File: config.mk
export PLATFORM = sky130hd
export DESIGN_NAME = axil_req_arbiter
export DESIGN_NICKNAME = d
export VERILOG_FILES = /design/src/rtl/ldmx_axil_arb_pkg.sv /design/src/rtl/axil_req_arbiter_rr_arbiter.sv /design/src/rtl/axil_req_arbiter.sv
export SDC_FILE = /design/constraint.sdc
export NUM_CORES = 1
export LEC_CHECK = 0
export ABC_AREA = 0
export BUFFER_PORTS_ARGS = -buffer_cell sky130_fd_sc_hd__buf_2
export CAP_MARGIN = 20
export CORE_ASPECT_RATIO = 1.2
export CORE_MARGIN = 2
export CORE_UTILIZATION = 40
export CTS_CLUSTER_SIZE = 12
export DETAILED_ROUTE_END_ITERATION = 7
export PLACE_DENSITY_LB_ADDON = 0.08
export SYNTH_ARGS = -nofsm -noshare
export SYNTH_HDL_FRONTEND = slang
export SYNTH_HIERARCHICAL = 1
export SYNTH_SLANG_ARGS = --single-unit
File: constraint.sdc
create_clock -name axilClk -period 4.11 [get_ports axilClk]
set_clock_uncertainty 0.2 [all_clocks]
set_input_delay 0.822 -clock axilClk [delete_from_list [all_inputs] [get_ports axilClk]]
set_output_delay 0.822 -clock axilClk [all_outputs]
set_load 0.02 [all_outputs]
File: src/rtl/ldmx_axil_arb_pkg.sv
// ldmx_axil_arb_pkg: shared FSM encoding, response codes and bus widths for axil_req_arbiter
package ldmx_axil_arb_pkg;

    typedef enum logic [1:0] {
        IDLE  = 2'd0,
        ISSUE = 2'd1,
        WAIT  = 2'd2,
        RESP  = 2'd3
    } state_t;

    localparam logic [1:0] RESP_OKAY   = 2'h0;
    localparam logic [1:0] RESP_SLVERR = 2'h3;
    localparam int ADDR_W = 18;
    localparam int DATA_W = 32;
    localparam logic [DATA_W-1:0] TIMEOUT_DATA = 32'hDEADBEEF;

endpackage

File: src/rtl/axil_req_arbiter_rr_arbiter.sv
// rr_arbiter: combinational round-robin winner, searching upward from last+1 with wrap
module rr_arbiter #(
    parameter int NREQ = 2,
    localparam int GW = (NREQ > 1) ? $clog2(NREQ) : 1
) (
    input  logic [NREQ-1:0] req,
    input  logic [GW-1:0]   last,
    output logic            any,
    output logic [GW-1:0]   gnt
);

    // Lowest requester above last wins; otherwise wrap to the lowest requester at or below last.
    always_comb begin
        any = |req;
        gnt = '0;
        for (int i = NREQ - 1; i >= 0; i--)
            if (req[i] && i <= int'(last)) gnt = GW'(i);
        for (int i = NREQ - 1; i >= 0; i--)
            if (req[i] && i > int'(last)) gnt = GW'(i);
    end

endmodule

File: src/rtl/axil_req_arbiter.sv
// axil_req_arbiter: round-robin funnel of NREQ requesters onto one read/write register channel.
// Optional WAIT watchdog enabled by defining AXIL_ARB_TIMEOUT_EN.
module axil_req_arbiter
    import ldmx_axil_arb_pkg::*;
#(
    parameter int NREQ           = 2,
    parameter int TIMEOUT_CYCLES = 1024
) (
    input  logic                   axilClk,
    input  logic                   axilRst,
    input  logic [NREQ-1:0]        req_valid,
    input  logic [NREQ-1:0]        req_rnw,
    input  logic [ADDR_W*NREQ-1:0] req_addr,
    input  logic [DATA_W*NREQ-1:0] req_wdata,
    output logic [NREQ-1:0]        req_ready,
    output logic [NREQ-1:0]        rsp_valid,
    output logic [DATA_W-1:0]      rsp_data,
    output logic [1:0]             rsp_resp,
    output logic [ADDR_W-1:0]      raddr,
    output logic                   rstart,
    output logic                   rready,
    input  logic                   rvalid,
    input  logic [DATA_W-1:0]      rdata,
    input  logic [1:0]             rresp,
    output logic [ADDR_W-1:0]      waddr,
    output logic [DATA_W-1:0]      wdata,
    output logic                   wstart,
    output logic                   bready,
    input  logic                   bvalid,
    input  logic [1:0]             bresp
);

    localparam int GW = (NREQ > 1) ? $clog2(NREQ) : 1;

    state_t              state_q, state_d;
    logic [GW-1:0]       last_q, last_d, gnt_q, gnt_d, win;
    logic                rnw_q, rnw_d, any;
    logic [ADDR_W-1:0]   addr_q, addr_d;
    logic [DATA_W-1:0]   wdat_q, wdat_d, data_q, data_d;
    logic [1:0]          resp_q, resp_d;
`ifdef AXIL_ARB_TIMEOUT_EN
    localparam int CW = $clog2(TIMEOUT_CYCLES + 1);
    logic [CW-1:0]       cnt_q, cnt_d;
`endif

    rr_arbiter #(.NREQ(NREQ)) u_rr (
        .req  (req_valid),
        .last (last_q),
        .any  (any),
        .gnt  (win)
    );

    // Next-state logic: grant in IDLE, issue one start pulse, wait for the matching channel, respond.
    always_comb begin
        state_d   = state_q;
        last_d    = last_q;
        gnt_d     = gnt_q;
        rnw_d     = rnw_q;
        addr_d    = addr_q;
        wdat_d    = wdat_q;
        data_d    = data_q;
        resp_d    = resp_q;
        req_ready = '0;
`ifdef AXIL_ARB_TIMEOUT_EN
        cnt_d     = cnt_q;
`endif
        case (state_q)
            IDLE: if (any && !axilRst) begin
                req_ready[win] = 1'b1;
                gnt_d   = win;
                last_d  = win;
                rnw_d   = req_rnw[win];
                addr_d  = req_addr[win*ADDR_W +: ADDR_W];
                wdat_d  = req_wdata[win*DATA_W +: DATA_W];
                state_d = ISSUE;
            end
            ISSUE: begin
                state_d = WAIT;
`ifdef AXIL_ARB_TIMEOUT_EN
                cnt_d   = '0;
`endif
            end
            WAIT: if (rnw_q && rvalid) begin
                data_d  = rdata;
                resp_d  = rresp;
                state_d = RESP;
            end else if (!rnw_q && bvalid) begin
                data_d  = '0;
                resp_d  = bresp;
                state_d = RESP;
            end
`ifdef AXIL_ARB_TIMEOUT_EN
            else if (cnt_q == CW'(TIMEOUT_CYCLES - 1)) begin
                data_d  = TIMEOUT_DATA;
                resp_d  = RESP_SLVERR;
                state_d = RESP;
            end else begin
                cnt_d   = cnt_q + 1'b1;
            end
`endif
            RESP:    state_d = IDLE;
            default: state_d = IDLE;
        endcase
    end

    // State and transaction registers; reset abandons any transaction in flight.
    always_ff @(posedge axilClk or posedge axilRst) begin
        if (axilRst) begin
            state_q <= IDLE;
            last_q  <= GW'(NREQ - 1);
            gnt_q   <= '0;
            rnw_q   <= 1'b0;
            addr_q  <= '0;
            wdat_q  <= '0;
            data_q  <= '0;
            resp_q  <= RESP_OKAY;
`ifdef AXIL_ARB_TIMEOUT_EN
            cnt_q   <= '0;
`endif
        end else begin
            state_q <= state_d;
            last_q  <= last_d;
            gnt_q   <= gnt_d;
            rnw_q   <= rnw_d;
            addr_q  <= addr_d;
            wdat_q  <= wdat_d;
            data_q  <= data_d;
            resp_q  <= resp_d;
`ifdef AXIL_ARB_TIMEOUT_EN
            cnt_q   <= cnt_d;
`endif
        end
    end

    assign rstart    = state_q == ISSUE && rnw_q;
    assign wstart    = state_q == ISSUE && !rnw_q;
    assign rready    = state_q == WAIT && rnw_q;
    assign bready    = state_q == WAIT && !rnw_q;
    assign rsp_valid = (state_q == RESP) ? NREQ'(1) << gnt_q : '0;
    assign rsp_data  = data_q;
    assign rsp_resp  = resp_q;
    assign raddr     = rnw_q ? addr_q : '0;
    assign waddr     = rnw_q ? '0 : addr_q;
    assign wdata     = rnw_q ? '0 : wdat_q;

endmodule

# After elaboration in Yosys (flattened, before gate mapping)
# Cells that the tools add are included.
# word_totals
register_bits	89
input_bits	144
out_inout_bits	110
word_cells	60
# classes
reduce_logical	18
magnitude_cmp	4
multipliers	1
mux	21
eq_ne	5
shift	3
# ops
cell	n
$mux W32	3
$shiftx A64 B7 Y32	1
$mux W18	2
$shiftx A36 B7 Y18	1
$mux W2	8
$logic_and A1 B1 Y1	10
$pmux W2 S4	1
$mux W1	6
$reduce_and A2 Y1	3
$mul A1 B4 Y5 const B	1
$eq A2 B2 Y1 const B	2
$ne A3 B3 Y1 const B	1
$eq A2 B1 Y1 const B	1
$logic_not A1 Y1	2
$logic_not A2 Y1	1
$lt A1 B2 Y1 const B	1
$ne A2 B2 Y1 const B	1
$reduce_bool A2 Y1	1
$reduce_or A2 Y1	1
$shl A1 B1 Y2 const A	1
$demux W1 S1	1
$ge A1 B1 Y1 const B	1
$gt A1 B1 Y1 const A	1
$le A1 B1 Y1 const A	1

# Logic depth before layout (Yosys ltp)
# Gate-level depths: netlist (run 1).
# depth
ltp_word	11
mapped_depth	7
mapped_depth_nobuf	5

# Hierarchy
# Netlist (run 1), hierarchy kept.
# modules_own_cells
mod	instances	seq_area_each_um2	area_each_um2	cells_per_inst
axil_req_arbiter	1	2228.4	4352.9	412
rr_arbiter	1	0.0	13.8	2

# Worst setup path before layout (run 1)
# No wires, ideal clock.
# synth_timing
kind	input to output
start	input port axilRst
end	output port req_ready[1]
arrival_ns	3.312
setup_slack_ns	-0.224
n_path_buf	0
required_ns	3.088
path_stages	3
cell_sequence	inv_1 nand4_1 inv_1
# synth_via
elab_chain_len	4
# synth_rtl
element	line	rtl
from (decl)	axil_req_arbiter.sv:10	input logic axilRst,
$logic_not A1 Y1 (no source line)	n/a	
$logic_and A1 B1 Y1	axil_req_arbiter.sv:68	IDLE: if (any && !axilRst) begin
$mux W2	axil_req_arbiter.sv:68	
$mux W2	axil_req_arbiter.sv:67	case (state_q)
to (decl)	axil_req_arbiter.sv:15	output logic [NREQ-1:0] req_ready,
# Every way passes these cells.

# Final worst setup path (run 1)
# layout_timing
start	register rnw_q
end	output port raddr[13]
# layout_via
elab_chain_len	1
# layout_rtl
element	line	rtl
from (decl)	axil_req_arbiter.sv:37	logic rnw_q, rnw_d, any;
from (signal assigned)	axil_req_arbiter.sv:124	rnw_q <= rnw_d;
$mux W18	axil_req_arbiter.sv:142	assign raddr = rnw_q ? addr_q : '0;
to (decl)	axil_req_arbiter.sv:19	output logic [ADDR_W-1:0] raddr,
# Every way passes these cells.

==> run_results.csv, run 1 <==
group,metric,value,unit
run_status,status,"finished, final reports clean",
sta,drv_slew,0,
worst_setup_path,crit_arrival,1960,ps
yosys,synth_edf_count,0,
sta,tightest_slew,863.9,ps
global_route,grt_max_degree,105,
global_route,grt_pass1_wl,19.44,mm
worst_setup_path,worstSetupStartpointType,"flip-flop",
yosys,synth_ff_type,"dfrtp_1",
sta,period_minus_slack,2982,ps
sta,fin_setup_tns,0,ps
place,dp_hpwl,8.758,mm
yosys,yosysSeqAreaShare,51.03,%
yosys,yosys_warnings,6,
die,die_x,99.38,um
route,firstDrtPassIters,4,
pwr,p_per_area,760.6,mW/mm2
layout,final_cells,785,
yosys,async_reset_ff_share,100.0,%
route,routed_wl,11.95,mm
yosys,synth_nets,563,
die,die_y,118.5,um
run,cap_violations,0,
global_route,antenna_found_initial,0,
worst_setup_path,startpoint,"rnw_q$_DFFE_PP0P_",
route,vias,3826,
worst_setup_path,critical_path_class,"flip-flop to primary output",
place,io_buffer_count,253,
sta,grt_setup_unrepaired,"no",
die,coreArea,0.01057,mm2
die,initial_core_util,41.32,%
yosys,syn_inst,414,
yosys,ys_ff_latch,89,
cts,cts_buffer_depth,2,
worst_setup_path,crit_required,3090,ps
cts,ctsHoldBuffers,0,
die,num_rows,41,
global_route,grtUsageTotal,20.72,%
yosys,synth_top_area_cell,"dfrtp_1",
sta,max_freq,335.3,MHz
yosys,avgSynthCellArea,10.55,um2
layout,final_layout_size_suffix_gt1_share,43.14,%
route,drtAntennaViolNets,0,
global_route,grt_use_met1,25.36,%
cts,cts_tree,"yes",
global_route,grtUsageMet3,4.494,%
layout,antenna_cells,0,
sta,setup_viol_count_final,0,
yosys,synth_cell_types,29,
place,dp_cells,768,
global_route,globalRoute.busiestLayer,"met2",
cts,post_cts_buffers,0,
cts,cts_root_buf,"clkbuf_16",
place,routabilityCongestion,0.7787,
yosys,synth_area_leaders,"dfrtp_1 50%, mux2i_1 12%, nor2b_1 7.4%",
sta,relSlewSlack,42.41,%
min_path,hold_class,"flip-flop to flip-flop",
sta,period_share,72.56,%
yosys,yosysTopAreaCellShare,50.43,%
cts,cts.repair.resized,0,
route,drc,0,
global_route,grt_pass1_vias,3918,
layout,synthToLayoutAreaGrowth,37.28,%
global_route,met2_usage,35.73,%
yosys,synth_most_common_cell,"dfrtp_1",
yosys,synth_common_cells,"88 x dfrtp_1, 56 x nand2_1, 53 x mux2i_1, 52 x nor2b_1, 51 x o21ai_0",
route,wire_per_inst,15.22,um
cts,cts_sinks,89,
route,drt-initial-drc-count,110,
route,avgViaCountPerCell,4.874,
cts,numCtsBuffers,9,
worst_setup_path,r2r-start,"last_q$_DFFE_PP1P_",
cts,path_clk_slew,70,ps
cts,h-tree-depth,3,
sta,hold_viol,0,
die,die_area,0.01177,mm2
min_path,min_from,"wdat_q[4]$_DFFE_PP0P_",
yosys,synth_area,0.004367,mm2
pwr,peakVddDrop,249.9,uV
layout,nNetsFinal,800,
worst_setup_path,endpoint_kind,"primary output",
pwr,leakage,3.357,nW
die,io_pins,254,
cts,clk_latency,330,ps
worst_setup_path,path_max_fanout,50,
global_route,grt_overflow,0,
worst paths after layout:
check | end | slack, ps | cells past startpoint
worst min register to register | wdat_q[4]$_DFFE_PP0P_ | 270 | 2
worst max-delay path | raddr[13] | 1130 | 3
max in group asynchronous | rnw_q$_DFFE_PP0P_ | 2170 | 4
worst min-delay path | wdat_q[4]$_DFFE_PP0P_ | 270 | 2
min in group asynchronous | wdat_q[8]$_DFFE_PP0P_ | 460 | 3
worst max register to register | addr_q[16]$_DFFE_PP0P_ | 2010 | 4
area by class of cell:
type,count,area (um2)
clock buffers,9,225.2
clock inverters,7,78.83
inverters,5,22.52
flip-flops and latches,89,2230
repair buffers,259,1331
multi-input cells,287,1946
well taps,129,161.4
fillers,1009,4573
metal layers:
metal / wire [um] / vias up
met4: 258 / 0
met2: 6078 / 145
li1: - / 1883
met5: 0 / -
met3: 794 / 19
met1: 4816 / 1779
metrics by stage:
| step | util (%) | power [mW] | cell area, um2 | worst slack (ps) | hold slack [ps] |
|---|---|---|---|---|---|
| 2_1_floorplan | - | 3.044 | 4370 | 420.3 | 239.3 |
| 3_3_place_gp | 53.59 | 3.716 | 5663 | 1418 | 255.4 |
| 3_5_place_dp | 53.59 | 3.759 | 5663 | 1395 | 262.6 |
| 4_1_cts | 56.46 | 4.609 | 5967 | 1082 | 277.5 |
| 5_1_grt | 56.73 | 4.886 | 5995 | 937.7 | 296.1 |
| 6_report | 56.73 | 4.560 | 5995 | 1128 | 270.6 |
cells by family after synthesis:
logic type | Yosys count | share of synthesized area, %
AO/OA/AOI/OAI | 90 | 13.50
adder cells (fa/ha/maj) | 5 | 1.433
buffers and inverters | 38 | 4.670
flip-flops | 89 | 51.03
multiplexers | 55 | 12.84
AND/OR/NAND/NOR | 137 | 16.53
flip-flops by register name, indices dropped and copies added, names as in the netlist:
name      cells
rsp_data     32
wdat_q       32
addr_q       18
rsp_resp      2
state_q       2
gnt_q         1
last_q        1
rnw_q         1
report_power, final:
group	internal [mW]	leakage, nW	switching (mW)
Combinational	0.854	2.08	1.30
Sequential	1.29	1.14	0.280
Clock	0.476	0.139	0.358
layout by cell type, fill, tap and decap left out, drive strengths merged:
master,instances
buf,259
dfrtp,88
nand2,57
mux2i,53
nor2b,52
o21ai,51
a22o,32
and2,21
clkbuf,9
inv,6
ha,5
clkinvlp,4
mux2,2
a21oi,2
a31oi,2
nand3b,1
nand2b,1
a2bb2oi,1
o22a,1
and3,1
nor3b,1
nor2,1
nand4,1
clkinv,1
bufinv,1
dfstp,1
a21boi,1
or2,1
critical path, stage by stage, from the launching register on:
cell,delay (ps)
dfrtp_2,860
buf_4,430
and2_1,170
buf_2,160
Power figures use the tool's default switching activity.
==> run 2, diff against run 1 <==
CORE_UTILIZATION = 44   (was 40)
clock period = 3 ns   (was 4.11 ns; I/O delays follow)
==> run_results.csv, run 2 (synthesis results as in run 1) <==
group,metric,value,unit
cts,numCtsBuffers,9,
die,die_y,113.1,um
layout,regArea,0.002230,mm2
run,cap_violations,0,
layout,synthToLayoutAreaGrowth,37.62,%
layout,mostFrequentLayoutCells,"253 x buf_2, 87 x dfrtp_1, 56 x nand2_1, 53 x mux2i_1, 52 x nor2b_1",
cts,path_clk_slew,60,ps
die,io_pins,254,
die,die_x,94.94,um
cts,ctsHoldBuffers,0,
pwr,finalPower,6.292,mW
route,vias,3772,
cts,cts_buffer_depth,2,
run_status,status,"finished, final reports clean",
worst_setup_path,crit_buf_inv,3,
global_route,grtUsageTotal,22.04,%
worst_setup_path,path_max_fanout,9,
sta,tightest_slew,484.4,ps
place,post-place-ws,777.3,ps
layout,antenna_cells,0,
layout,multi_input_area,0.001946,mm2
global_route,grt_max_degree,105,
pwr,leakage,3.380,nW
cts,cts.repair.resized,0,
layout,fillers,898,
sta,relSlewSlack,67.70,%
die,coreArea,0.009613,mm2
layout,stdcell_area,0.006010,mm2
cts,cts_tree,"yes",
pwr,pwr-share-clk,18.1,%
pwr,seq_power_share,33.6,%
worst_setup_path,worstSetupStartpointType,"flip-flop",
route,avgViaCountPerCell,4.842,
die,initial_core_util,45.42,%
global_route,grt_pass1_wl,18.29,mm
place,dp_cells,763,
worst_setup_path,crit_arrival,1750,ps
sta,drv_slew,0,
pwr,peakVddDrop,432.1,uV
pwr,comb_power_share,48.3,%
place,io_buffer_count,253,
worst_setup_path,crit_slowest_cell,"dfrtp_1",
die,die_area,0.01074,mm2
place,placed_area,0.005700,mm2
global_route,grt_overflow,0,
cts,clk_latency,340,ps
worst_setup_path,critical_path_class,"flip-flop to primary output",
layout,nNetsFinal,800,
place,dp_hpwl,8.564,mm
route,firstDrtPassIters,4,
route,drtAntennaViolNets,0,
sta,setup_viol_count_final,0,
worst_setup_path,crit_required,2200,ps
pwr,p_per_area,1047,mW/mm2
cts,post_cts_buffers,0,
min_path,hold_class,"input pin to asynchronous set/reset pin",
worst_setup_path,crit_chain,"inv_1 > ha_1 > inv_1 > nor2_1 > buf_2",
global_route,antenna_found_initial,0,
layout,final_layout_size_suffix_gt1_share,42.99,%
global_route,grt_pass1_vias,3785,
sta,max_freq,392.7,MHz
pwr,swShare,41.91,%
worst_setup_path,endpoint_kind,"primary output",
pwr,p_switching,2.637,mW
cts,h-tree-depth,3,
worst_setup_path,path_common_cell,"inv_1",
layout,final_cells,779,
cts,cts_sinks,89,
worst_setup_path,max_stage_delay,410,ps
die,num_rows,39,
sta,fin_setup_tns,0,ps
route,drt-initial-drc-count,119,
sta,period_minus_slack,2547,ps
route,routed_wl,11.63,mm
sta,setup_slack,453.4,ps
cts,cts_root_buf,"clkbuf_16",
route,wire_per_inst,14.93,um
pwr,p_int,3.655,mW
layout,final_common_cell,"buf_2",
sta,hold_viol,0,
route,drc,0,
sta,grt_setup_unrepaired,"no",
sta,period_share,84.89,%
place,routabilityCongestion,0.7928,
worst_setup_path,path_delay_family,"buffers and inverters",
[run 2: final timing paths]
| path | startpoint | end | slack [ps] | depth (start not counted) |
|---|---|---|---|---|
| setup / recovery | state_q[0]$_DFFE_PP0P_ | bready | 450 | 5 |
| hold / removal | axilRst | rsp_data[23]$_DFFE_PP0P_ | 200 | 3 |
| setup reg to reg | state_q[0]$_DFFE_PP0P_ | rsp_data[11]$_DFFE_PP0P_ | 1080 | 5 |
| hold reg to reg | wdat_q[29]$_DFFE_PP0P_ | wdat_q[29]$_DFFE_PP0P_ | 270 | 2 |
| max in group asynchronous | axilRst | rnw_q$_DFFE_PP0P_ | 1980 | 3 |
| min in group axilClk | wdat_q[29]$_DFFE_PP0P_ | wdat_q[29]$_DFFE_PP0P_ | 270 | 2 |
[run 2: layout make-up]
type	count	area share [%]
Sequential cell	89	37.10
Tap cell	123	2.561
Timing Repair Buffer	259	22.44
Clock inverter	4	0.8745
Clock buffer	12	4.268
Inverter	5	0.3748
Multi-Input combinational cell	287	32.38
[run 2: tightest hold or removal path, stage by stage]
cell and delay (ps):
buf_2 120, clkinvlp_4 80, buf_12 370
[run 2: routing by layer]
layer / track usage (%) / part of all wire (%)
met1: 25.40 / 39
met2: 38.53 / 51
met3: 5.326 / 7.2
met4: 9.469 / 2.6
met5: 0 / 0
[run 2: power by group through the flow]
stage / sequential, mW / combinational, mW / clock [mW]
after floorplan: 2.32 / 1.85 / 0
after global placement: 2.10 / 3.03 / 0
after detailed placement: 2.13 / 3.07 / 0
after CTS: 2.12 / 3.08 / 1.16
after global routing: 2.19 / 3.33 / 1.22
final: 2.11 / 3.04 / 1.14
[run 2: per-stage QoR]
| stage | hold WS [ps] | util (%) |
|---|---|---|
| 6_report | 198.4 | 62.51 |
| 3_5_place_dp | 261.9 | 59.30 |
| 5_1_grt | 271.0 | 62.51 |
| 4_1_cts | 247.0 | 62.51 |
| 2_1_floorplan | 239.3 | - |
| 3_3_place_gp | 254.0 | 59.30 |
